`config.mk`:
```
export PLATFORM = sky130hd
export DESIGN_NAME = expr_stream_tx
export DESIGN_NICKNAME = d
export VERILOG_FILES = /design/src/rtl/expr_pkg.sv /design/src/rtl/expr_req_check.sv /design/src/rtl/expr_stream_tx.sv
export SDC_FILE = /design/constraint.sdc
export NUM_CORES = 1
export LEC_CHECK = 0
export ABC_AREA = 1
export CORE_MARGIN = 1.5
export CORE_UTILIZATION = 45
export CTS_CLUSTER_DIAMETER = 120
export DETAILED_ROUTE_END_ITERATION = 10
export PLACE_DENSITY = 0.81
export SYNTH_ARGS = -nofsm -noshare
export SYNTH_HDL_FRONTEND = slang
export SYNTH_SLANG_ARGS = --single-unit
```
`constraint.sdc`:
```
create_clock -name clk -period 2.67 [get_ports clk]
set_input_delay 0.4005 -clock clk [delete_from_list [all_inputs] [get_ports clk]]
set_output_delay 0.4005 -clock clk [all_outputs]
set_load 0.05 [all_outputs]
```
`src/rtl/expr_pkg.sv`:
```
// Shared constants for the ASCII expression stream: character codes, state
// encoding and operator encoding, plus small byte-forming helpers.
package expr_pkg;

    localparam logic [7:0] ASC_ZERO = 8'd48;
    localparam logic [7:0] ASC_MUL  = 8'd42;
    localparam logic [7:0] ASC_ADD  = 8'd43;
    localparam logic [7:0] ASC_LF   = 8'd10;

    localparam logic OP_MUL = 1'b0;
    localparam logic OP_ADD = 1'b1;

    typedef enum logic [2:0] {
        IDLE = 3'd0,
        DIG  = 3'd1,
        OP   = 3'd2,
        FIN  = 3'd3,
        EOL  = 3'd4
    } state_t;

    function automatic logic [7:0] asc_digit(input logic [3:0] d);
        return ASC_ZERO + {4'b0000, d};
    endfunction

    function automatic logic [7:0] asc_op(input logic o);
        return (o == OP_ADD) ? ASC_ADD : ASC_MUL;
    endfunction

endpackage

```
`src/rtl/expr_req_check.sv`:
```
// Combinational validation of a send request: term count in range and every
// used operand a BCD digit. Shared with the harness comparator.
module expr_req_check
    import expr_pkg::*;
#(
    parameter int MAX_TERMS = 4
) (
    input  logic [2:0]             n_terms,
    input  logic [4*MAX_TERMS-1:0] digits,
    output logic                   ok
);

    always_comb begin
        ok = (n_terms != 3'd0) && (n_terms <= 3'(MAX_TERMS));
        for (int i = 0; i < MAX_TERMS; i++) begin
            if ((3'(i) < n_terms) && (digits[4*i +: 4] > 4'd9)) begin
                ok = 1'b0;
            end
        end
    end

endmodule

```
`src/rtl/expr_stream_tx.sv`:
```
// ASCII expression transmitter: latches digit/op operands on start and emits
// "d op d op ... d" over valid/ready. Optional trailing LF via EXPR_STREAM_TX_EOL_EN.
//
// state | meaning
// IDLE  | waiting for start; rejects malformed requests with err
// DIG   | presenting operand digit r_idx
// OP    | presenting operator between r_idx and r_idx+1
// EOL   | presenting trailing line feed (EXPR_STREAM_TX_EOL_EN only)
// FIN   | one-cycle done pulse, then back to IDLE
module expr_stream_tx
    import expr_pkg::*;
#(
    parameter int MAX_TERMS = 4
) (
    input  logic                   clk,
    input  logic                   clr,
    input  logic                   start,
    input  logic [2:0]             n_terms,
    input  logic [4*MAX_TERMS-1:0] digits,
    input  logic [MAX_TERMS-2:0]   ops,
    input  logic                   ready,
    output logic [7:0]             data,
    output logic                   valid,
    output logic                   busy,
    output logic                   done,
    output logic                   err
);

    localparam int DPAD = 32 - 4*MAX_TERMS;
    localparam int OPAD = 8 - (MAX_TERMS - 1);

    state_t      r_state;
    state_t      w_state_nxt;
    logic [31:0] r_dig;
    logic [7:0]  r_ops;
    logic [2:0]  r_n;
    logic [2:0]  r_idx;
    logic [7:0]  r_data;
    logic        r_valid;
    logic        r_busy;
    logic        r_done;
    logic        r_err;

    logic [7:0]  w_data_nxt;
    logic        w_valid_nxt;
    logic        w_busy_nxt;
    logic        w_done_nxt;
    logic        w_err_nxt;
    logic        w_ok;
    logic        w_acc;
    logic        w_last;
    logic        w_launch;
    logic [2:0]  w_idx_inc;
    logic [3:0]  w_dig_next;

    expr_req_check #(.MAX_TERMS(MAX_TERMS)) u_req_check (
        .n_terms (n_terms),
        .digits  (digits),
        .ok      (w_ok)
    );

    assign w_acc      = r_valid & ready;
    assign w_last     = (r_idx == (r_n - 3'd1));
    assign w_launch   = (r_state == IDLE) && start && w_ok;
    assign w_idx_inc  = r_idx + 3'd1;
    assign w_dig_next = r_dig[{w_idx_inc, 2'b00} +: 4];

    always_ff @(posedge clk or posedge clr) begin
        if (clr) r_state <= IDLE;
        else     r_state <= w_state_nxt;
    end

    always_comb begin
        w_state_nxt = r_state;
        unique case (r_state)
            IDLE: if (w_launch) w_state_nxt = DIG;
            DIG: begin
                if (w_acc) begin
`ifdef EXPR_STREAM_TX_EOL_EN
                    w_state_nxt = w_last ? EOL : OP;
`else
                    w_state_nxt = w_last ? FIN : OP;
`endif
                end
            end
            OP:  if (w_acc) w_state_nxt = DIG;
            EOL: if (w_acc) w_state_nxt = FIN;
            FIN: w_state_nxt = IDLE;
            default: w_state_nxt = IDLE;
        endcase
    end

    always_comb begin
        w_valid_nxt = (w_state_nxt == DIG) || (w_state_nxt == OP) || (w_state_nxt == EOL);
        w_busy_nxt  = w_valid_nxt;
        w_done_nxt  = (w_state_nxt == FIN);
        w_err_nxt   = (r_state == IDLE) && start && !w_ok;
        w_data_nxt  = r_data;
        unique case (r_state)
            IDLE: if (w_launch) w_data_nxt = asc_digit(digits[3:0]);
            DIG:  if (w_acc)    w_data_nxt = w_last ? ASC_LF : asc_op(r_ops[r_idx]);
            OP:   if (w_acc)    w_data_nxt = asc_digit(w_dig_next);
            default: w_data_nxt = r_data;
        endcase
    end

    // Operand registers are cleared on clr so an aborted request leaves nothing behind.
    always_ff @(posedge clk or posedge clr) begin
        if (clr) begin
            r_dig   <= '0;
            r_ops   <= '0;
            r_n     <= '0;
            r_idx   <= '0;
            r_data  <= '0;
            r_valid <= 1'b0;
            r_busy  <= 1'b0;
            r_done  <= 1'b0;
            r_err   <= 1'b0;
        end else begin
            if (w_launch) begin
                r_dig <= {{DPAD{1'b0}}, digits};
                r_ops <= {{OPAD{1'b0}}, ops};
                r_n   <= n_terms;
                r_idx <= 3'd0;
            end else if ((r_state == OP) && w_acc) begin
                r_idx <= w_idx_inc;
            end
            r_data  <= w_data_nxt;
            r_valid <= w_valid_nxt;
            r_busy  <= w_busy_nxt;
            r_done  <= w_done_nxt;
            r_err   <= w_err_nxt;
        end
    end

    assign data  = r_data;
    assign valid = r_valid;
    assign busy  = r_busy;
    assign done  = r_done;
    assign err   = r_err;

endmodule

```
# Yosys cells after proc, flatten, opt, wreduce, memory -nomap -nowiden
# Cells that the tools add are included.
# classes
add_sub_neg	4
order_cmp	10
eq_ne	11
shifts	1
mux	20
n_bitwise	1
reduce_logical	17
# ops
op	count
variable part select 32 x 6 -> 4 bit	1
2-to-1 mux 8 bit	3
case mux 8 bit (3 select lines)	1
2-to-1 mux 3 bit	6
greater-than comparator 4 bit (second input constant)	4
adder 6 x 4 -> 7 bit (first input constant)	2
case mux 3 bit (4 select lines)	1
== test 3 x 2 -> 1 bit (second input constant)	3
logical AND 1 bit	9
2-to-1 mux 1 bit	7
== test 3 x 1 -> 1 bit (second input constant)	2
== test 3 bit (second input constant)	2
less-than comparator 1 x 3 -> 1 bit (first input constant)	2
less-than comparator 2 x 3 -> 1 bit (first input constant)	2
2-to-1 mux 6 bit	1
!= test 2 bit (second input constant)	3
nonzero test 3 bit	2
less-than comparator 3 x 4 -> 1 bit (second input constant)	1
AND reduction 4 bit	1
adder 3 x 1 -> 3 bit (second input constant)	1
binary-select mux 1 bit (select 3 bit)	1
== test 3 bit	1
<= comparator 3 bit (second input constant)	1
logical NOT 3 bit	1
5 further kinds	6
# word_totals
ff_bits	39
out_inout_bits	12
word_cells	73

# Depth between registers and ports, before layout
# Gate-level depths: netlist of the first run.
# depth
word_depth	12
mapped_depth	13

# By module
# A second synthesis of the first run with hierarchy kept.
# unflattened
cells_unflattened	266
area_unflattened_um2	1941.9
# by_module_without_submodules
module	n_inst	cells_per_inst	area_per_inst_um2	seq_area_each_um2
expr_stream_tx	1	239	1834.3	925.9
expr_req_check	1	27	107.6	0.0

# Least setup slack after synthesis of the first run
# Ideal clock, no wire load.
# synth_path
path_type	register to register
start	register, netlist name busy
end	register r_idx[1]
setup_time_ps	118
arrival_time_ps	1371
required_ps	2552
slack_ps	1182
path_stages_with_launch	8
cell_sequence	dfrtp_1 > nand2_1 > inv_1 > nand2_1 > nand2_1 > inv_1 > a21oi_1 > inv_1
# synth_lines
element	line_no	rtl
end signal: assignment	expr_stream_tx.sv:126	r_idx <= w_idx_inc;
end: declaration	expr_stream_tx.sv:37	logic [2:0] r_idx;

# Worst setup path after layout of the first run
# layout_path
start	register r_data[3] (netlist: data[3])
end	output data[3]
# layout_lines
element	line_no	rtl
start: declaration	expr_stream_tx.sv:38	logic [7:0] r_data;
start signal: assignment	expr_stream_tx.sv:128	r_data <= w_data_nxt;
end: declaration	expr_stream_tx.sv:22	output logic [7:0] data,
# No word-level cell between the ends.

==> results.md, run 1 <==
* Status: finished clean
* Worst EP arrival at 1.46 ns
* Seq cells post-synth at 37
* Diode count at 0
* Sequential cell area fraction in the yosys report at 0.476
* Starting DRT DRC Count at 73
* Clock Path Buffers at 2
* Buf/Inv on CP at 1
* Multi-input gate area at 803 um^2
* Pwr/cell area at 1030 nW/um^2
* Synth cell count leaders: nand2_1, inv_1, dfrtp_1, nor2_1, o21ai_0
* Post-synth ARST share at 1.00
* Routed length per instance at 11.4 um
* Power share of the clock group at 0.171
* # clock sinks at 37
* Met3 usage at 0.0536
* Logic pwr share at 0.449
* Gr busiest metal: met2
* Routed vias/inst at 4.94
* Initial antenna violation count at 0
* Mean Syn Cell Area at 7.73 um^2
* Peak supply drop at 447 uV
* Netlist cell types at 27
* Max FO, Critical Path at 2
* WL final at 3880 um
* # IOs at 38
* Hold buffer count at cts at 0
* Die H at 68.8 um
* Most common cell in the netlist: nand2_1
* GR Util All Layers at 0.196
* Nets at 317
* Drt pass-1 iters at 4
* Port Buffers at 35
* Crit path capture type: output port
* Max-slew violation count at 0
* Final Hold Fails at 0
* CP Launch Type: flop
* Clock Latency Late Sink at 0.29 ns
* Area leader, netlist: dfrtp_1
* Critical path required time at 2.27 ns
* Post-route ant nets at 0
* Hold WC Path Type: reg -> reg
* Setup_tns at 0 ns
* Cells after Synth at 252
* CTS H-tree depth at 2
* Crit path max-delay family: buffers and inverters
* Area Overhead vs Synth at 24.5%
* Grt met2 use at 0.297
* CORE AREA at 4090 um^2
* Post-CTS Setup Bufs at 0
* R2R depth at 8
* Ys flop type: dfrtp_1
* Crit path kind: reg -> out
* YS warnings at 0
* GR Util met1 at 0.268
* Largest net degree at the start of global routing at 38
* Cell chain of the critical path: clkdlybuf4s50_1
* Synth Cell Area at 1950 um^2
* Dpl ws at 0.637 ns
* Total CTS buffers at 5
* Global-route wire length before repair at 6620 um
* # resized after CTS at 0
* Setup ws final at 0.809 ns
* # Max-Cap Violations at 0
* Filler cells at 374
* P_leak at 1.26 nW
* GR Overflow Total at 0
* Initial Util at 0.476
* CTS tree: done
* Setup violations, final at 0
* Number of global-route vias before repair at 1479
* WP depth at 1
* Worst hold path stage count at 2
* Layout cells sized above 1 at 0.0897
* Rows at 23
* Clock Skew at 0.00526 ns
* Die W at 68.8 um
* Post-synth EDFFs at 0
* DP HPWL at 2950 um
* FF/Latch Area at 926 um^2
* CP max-delay cell: clkdlybuf4s50_1
* Period utilisation layout at 0.697
* Cell internal pwr at 0.00145 W
* Largest stage delay, worst path at 0.81 ns
* Crit path time final at 1.86 ns
* Sequential share of power at 0.380
* Die area at 4730 um^2
* Switch Pwr at 0.00105 W
* Vias at 1678
* Global placement routability congestion at 0.819
* Clock root cell: clkbuf_8
* RSZ-0062 raised after global routing: false
* Sw Ratio at 0.421
* Area contributors post-synth: dfrtp_1, nand2_1, inv_1
* Register clock-pin slew on the reported worst setup and hold paths at 0.07 ns
* DRC Markers at 0
* Reg2reg setup slack at 0.93 ns
* Max Clk Rate at 537 MHz
* Yosys top cell area share at 0.476
routing by layer:
layer	share of wire	routed length, um
met4	0.017	65
met1	0.47	1830
met2	0.46	1780
met5	0	0
met3	0.053	207
cell families after synthesis:
family	count (synthesis)	share of synthesized area
xor gates and xnor gates	2	0.00900
AOI/OAI and AO/OA	52	0.162
other	1	0.00193
and+or+nand+nor	108	0.225
buffers and inverters	50	0.114
adders and majority gates	2	0.0129
DFF	37	0.476
state kept, by name, summed over array words and instances, names as in the netlist:
name     flops
data         6
r_dig       16
busy         1
r_n          3
err          1
r_idx        3
r_state      3
r_ops        3
done         1
through the flow:
step | cell area (um^2) | power, W | hold WS (ns) | utilization | cells
6_report | 2420 | 0.00251 | 0.482 | 0.593 | 340
4_1_cts | 2420 | 0.00252 | 0.479 | 0.593 | 340
5_1_grt | 2420 | 0.00272 | 0.509 | 0.593 | 340
3_5_place_dp | 2320 | 0.00209 | 0.462 | 0.568 | 332
3_3_place_gp | 2320 | 0.00206 | 0.464 | 0.568 | 332
2_1_floorplan | 1950 | 0.00178 | 0.448 | - | 253
worst reg2reg max path: stages, from the launching register on:
cell	delay, ns
dfrtp_1	0.61
ha_1	0.38
inv_1	0.15
o21ai_0	0.11
o22ai_1	0.14
nand2_1	0.06
o21ai_0	0.08
nor2_1	0.06
nor2_1	0.10
final timing paths:
check,startpoint,to
worst max-delay path,data[3],data[3]
worst min-delay path,data[4],data[4]
worst max register to register,r_idx[0],data[1]
worst min register to register,data[4],data[4]
max in group asynchronous,clr,data[4]
min in group asynchronous,clr,r_dig[7]
power groups by stage:
| stage | logic [W] | clock network (W) | registers (W) |
|---|---|---|---|
| after floorplan | 0.000693 | 0 | 0.00109 |
| after global placement | 0.00109 | 0 | 0.000961 |
| after detailed placement | 0.00113 | 0 | 0.000959 |
| after CTS | 0.00113 | 0.000440 | 0.000952 |
| after global routing | 0.00127 | 0.000460 | 0.000988 |
| final | 0.00113 | 0.000427 | 0.000952 |
layout by cell type, fill, tap and decap left out, drive strengths merged:
master / n
a21boi: 1
a21oi: 10
a22oi: 2
a31oi: 1
and3: 1
buf: 4
clkbuf: 7
clkdlybuf4s50: 35
clkinv: 1
conb: 2
dfrtp: 37
ha: 2
inv: 40
nand2: 64
nand3: 14
nand4: 1
nor2: 28
o21a: 1
o21ai: 35
o22ai: 2
xnor2: 1
xor2: 1
area by class of cell:
type | instances | share of cell area
flip-flops and latches | 37 | 0.382
multi-input cells | 166 | 0.331
repair buffers | 39 | 0.157
inverters | 40 | 0.0620
clock buffers | 7 | 0.0398
well taps | 50 | 0.0258
clock inverters | 1 | 0.00207
Power figures use the tool's default switching activity.
==> run 2, diff against run 1 <==
PLACE_DENSITY = 0.84   (was 0.81)
clock period = 1.7 ns   (was 2.67 ns; I/O delays follow)
==> results.md, run 2 (synthesis results as in run 1) <==
* Initial antenna violation count at 0
* Pwr/cell area at 1600 nW/um^2
* Vias at 1731
* Die H at 68.8 um
* Max-slew violation count at 0
* Starting DRT DRC Count at 142
* Sw Ratio at 0.429
* Global placement routability congestion at 0.793
* CTS tree: done
* Post-route ant nets at 0
* Final Hold Fails at 0
* Clock Skew at 0.00868 ns
* Largest stage delay, worst path at 0.46 ns
* CTS H-tree depth at 2
* CORE AREA at 4090 um^2
* Fin Hold WS at 0.365 ns
* Number of global-route vias before repair at 1593
* Largest Register: r_dig
* Non-Filler Instances at 351
* Routed vias/inst at 4.93
* Critical path required time at 1.88 ns
* Largest net degree at the start of global routing at 38
* Global-route wire length before repair at 6960 um
* Worst EP arrival at 1.77 ns
* Die W at 68.8 um
* GR Util All Layers at 0.204
* CP Launch Type: input port
* GR Overflow Total at 0
* CP max-delay cell: clkdlybuf4s50_1
* WL final at 4180 um
* Hold buffer count at cts at 0
* Placed Instance Area at 2360 um^2
* Crit path capture type: flop
* Met3 usage at 0.0584
* Logic pwr share at 0.478
* Setup_tns at 0 ns
* Layout cells sized above 1 at 0.146
* Cell chain of the critical path: clkdlybuf4s50_1, o21ai_0, nand2_1, nor2_1, nand3_2, buf_4, nor2_1, a21oi_2
* Gr busiest metal: met2
* Switch Pwr at 0.00169 W
* Port Buffers at 35
* Power share of the clock group at 0.152
* # clock sinks at 37
* Area Overhead vs Synth at 26.3%
* Dpl ws at -0.165 ns
* Clock root cell: clkbuf_8
* DP HPWL at 3040 um
* Crit path time final at 1.59 ns
* Period utilisation layout at 0.933
* Register clock-pin slew on the reported worst setup and hold paths at 0.07 ns
* Setup violations, final at 0
* Sequential share of power at 0.371
* Max FO, Critical Path at 11
* Max Clk Rate at 631 MHz
* P_leak at 1.31 nW
* Cell internal pwr at 0.00225 W
* Most frequent cells in the layout: nand2_1, inv_1, dfrtp_1, nor2_1
* Max reg flops at 16
* Initial Util at 0.476
* Die area at 4730 um^2
* Multi-input gate area at 803 um^2
* # IOs at 38
* Routed length per instance at 11.9 um
* # placed instances at 341
* Grt met2 use at 0.340
* # resized after CTS at 0
* Crit path kind: in -> reg
* GR Util met1 at 0.247
* Setup ws final at 0.114 ns
* # Max-Cap Violations at 0
* Hold WC Path Type: in -> async
* Status: finished clean
* Drt pass-1 iters at 4
* Clock Latency Late Sink at 0.30 ns
* DRC Markers at 0
* Total CTS buffers at 5
* Rows at 23
* Clock Path Buffers at 2
* Most frequent cell on the critical path: nor2_1
* Nets at 328
* Commonest non-fill, non-tap cell in the layout: nand2_1
* Diode count at 0
* FF/Latch Area at 926 um^2
* Peak supply drop at 524 uV
* Design area at 2460 um^2
* Filler cells at 385
-- run 2: path summary, 6_finish.rpt --
| check | startpoint | to | slack [ns] | depth (start not counted) |
|---|---|---|---|---|
| min reg2reg | data[4] | data[4] | 0.48 | 2 |
| max | digits[2] | r_ops[0] | 0.11 | 8 |
| min | clr | err | 0.37 | 3 |
| min in group clk | data[4] | data[4] | 0.48 | 2 |
| max reg2reg | r_n[0] | busy | 0.13 | 10 |
| max in group asynchronous | clr | r_idx[1] | 1.01 | 3 |
-- run 2: repair_timing --
action,in CTS,in global routing
endpoints found under the setup margin,0,5
endpoints found under the hold margin,0,0
buffers inserted,0,2
-- run 2: cell type report --
type | count | share of cell area
clock buffers | 8 | 0.0326
multi-input cells | 166 | 0.327
inverters | 40 | 0.0610
flip-flops and latches | 37 | 0.376
repair buffers | 50 | 0.178
well taps | 50 | 0.0254
-- run 2: stage by stage --
step                utilization  power, W
floorplan                     -   0.00279
global placement          0.579   0.00327
detailed placement        0.579   0.00332
CTS                       0.598   0.00393
global route              0.602   0.00426
finish                    0.602   0.00394
-- run 2: routing by layer --
layer  share of wire  vias to the layer above
li1                -                      887
met1            0.43                      783
met2            0.48                       55
met3           0.068                        6
met4           0.016                        0
met5               0                        -
-- run 2: power by group through the flow --
| stage | logic, W | clock network, W | registers (W) |
|---|---|---|---|
| 2_1_floorplan | 0.00109 | 0 | 0.00171 |
| 3_3_place_gp | 0.00181 | 0 | 0.00146 |
| 3_5_place_dp | 0.00186 | 0 | 0.00147 |
| 4_1_cts | 0.00187 | 0.000607 | 0.00146 |
| 5_1_grt | 0.00212 | 0.000632 | 0.00150 |
| 6_report | 0.00188 | 0.000598 | 0.00146 |
-- run 2: worst max-delay path: cells and delay by family --
kind            cells  cell delay, ns
compound gates      2            0.26
buf+inv             2            0.69
simple gates        4            0.56
==> run 3, diff against run 2 <==
CORE_MARGIN = 1   (was 1.5)
GPL_TIMING_DRIVEN = 0   (was unset)
==> results.md, run 3 (synthesis results as in run 1) <==
* # IOs at 38
* Dpl ws at -0.416 ns
* Diode count at 0
* Register clock-pin slew on the reported worst setup and hold paths at 0.07 ns
* Largest net degree at the start of global routing at 20
* Hold WC Path Type: in -> reg
* Status: finished clean
* GR Util All Layers at 0.213
* Total CTS buffers at 5
* # clock sinks at 37
* Worst r2r dst: data[1]
* Die H at 67.8 um
* Area Overhead vs Synth at 29.7%
* Rows at 23
* Crit path capture type: flop
* Most frequent cells in the layout: nand2_1, inv_1, dfrtp_1, nor2_1, clkdlybuf4s50_1
* Vias at 1740
* Final Hold Fails at 0
* Design area at 2520 um^2
* Largest Register: r_dig
* Commonest non-fill, non-tap cell in the layout: nand2_1
* Hold buffer count at cts at 0
* Placed Instance Area at 2390 um^2
* Clock Skew at 0.00713 ns
* CORE AREA at 4090 um^2
* Crit. Startpoint: digits[2]
* # placed instances at 339
* Die W at 67.8 um
* Global placement routability congestion at 0.952
* # Max-Cap Violations at 0
* Clock Latency Late Sink at 0.30 ns
* Worst R2R Start: r_idx[1]
* Clock Path Buffers at 2
* CP Launch Type: input port
* Port Buffers at 35
* Fin Hold WS at 0.359 ns
* Initial antenna violation count at 0
* WL final at 4300 um
* Nets at 325
* Routed length per instance at 12.4 um
* Clock root cell: clkbuf_8
* Global-route wire length before repair at 6990 um
* Pwr/cell area at 1610 nW/um^2
* Crit path kind: in -> reg
* Drt pass-1 iters at 4
* Max FO, Critical Path at 10
* Crit path capture: r_dig[1]
* Non-Filler Instances at 347
* Die area at 4590 um^2
* Setup violations, final at 0
* Worst-margin pin slew at 0.799 ns
* Layout cells sized above 1 at 0.121
* Slew HR at 0.467
* Setup_tns at 0 ns
* Max reg flops at 16
* Worst hold path stage count at 3
* Max-slew violation count at 0
* Starting DRT DRC Count at 139
* Routed vias/inst at 5.01
* Crit path time final at 1.61 ns
* P_leak at 1.36 nW
* Worst EP arrival at 1.78 ns
* DP HPWL at 3190 um
* Max Clk Rate at 621 MHz
* RSZ-0062 raised after global routing: false
* CTS H-tree depth at 2
* R2R depth at 8
* GR Overflow Total at 0
* Initial Util at 0.476
* Reg2reg setup slack at 0.17 ns
* Period utilisation layout at 0.948
* Post-route ant nets at 0
* Critical path required time at 1.87 ns
* Number of global-route vias before repair at 1558
* DRC Markers at 0
* Setup ws final at 0.0892 ns
* Peak supply drop at 715 uV
* CTS tree: done
run 3: changes by cell type in the layout (fill, tap and decap cells not counted), moves of 2 or more:
cell            previous run  this run
buf_6                      0         3
dlymetal6s2s_1             0         3
clkbuf_1                   3         1
dlygate4sd2_1              0         8
clkbuf_2                   0         3
o21ai_1                    5         7
o21ai_0                   23        20
buf_4                     25         4
run 3: cell type report:
| class | count | area, um^2 |
|---|---|---|
| Timing Repair Buffer | 37 | 383 |
| Multi-Input combinational cell | 166 | 825 |
| Tap cell | 50 | 62.6 |
| Sequential cell | 37 | 926 |
| Inverter | 40 | 150 |
| Fill cell | 363 | 1560 |
| Clock buffer | 5 | 68.8 |
| Clock inverter | 2 | 35.0 |
| Buffer | 10 | 75.1 |
run 3: worst min-delay path by stage:
| stage | from | endpoint |
|---|---|---|
| finish | n_terms[2] | r_n[2] |
| global placement | data[4] | data[4] |
| floorplan | digits[0] | r_dig[0] |
| CTS | clr | data[1] |
| detailed placement | r_dig[13] | r_dig[13] |
| global route | n_terms[2] | r_n[2] |
run 3: repair_timing:
action	4_1_cts	5_1_grt
setup endpoints to repair	36	13
buffers inserted	0	1
gates resized for setup	11	12
pin swaps	0	1
run 3: report_power, final:
| group | switching (W) | leakage [nW] | internal [W] |
|---|---|---|---|
| clock | 0.000313 | 0.0540 | 0.000426 |
| combinational | 0.00116 | 0.843 | 0.000670 |
| sequential | 0.000238 | 0.461 | 0.00125 |
run 3: layer usage:
| layer | track usage | vias up | routed length, um |
|---|---|---|---|
| met5 | 0 | - | 0 |
| met4 | 0.122 | 0 | 107 |
| met3 | 0.0405 | 10 | 193 |
| met2 | 0.332 | 53 | 2100 |
| met1 | 0.276 | 799 | 1900 |
| li1 | - | 878 | - |
run 3: through the flow:
stage | total power [W] | util
4_1_cts | 0.00402 | 0.609
3_3_place_gp | 0.00326 | 0.578
3_5_place_dp | 0.00333 | 0.585
6_report | 0.00406 | 0.618
2_1_floorplan | 0.00279 | -
5_1_grt | 0.00437 | 0.618
run 3: critical path: stages:
cell             delay [ns]
clkdlybuf4s50_1        0.48
o21ai_2                0.20
nand2_1                0.08
nor2_2                 0.16
nand3_2                0.14
buf_6                  0.18
buf_6                  0.15
nand2_1                0.07
o21ai_1                0.06
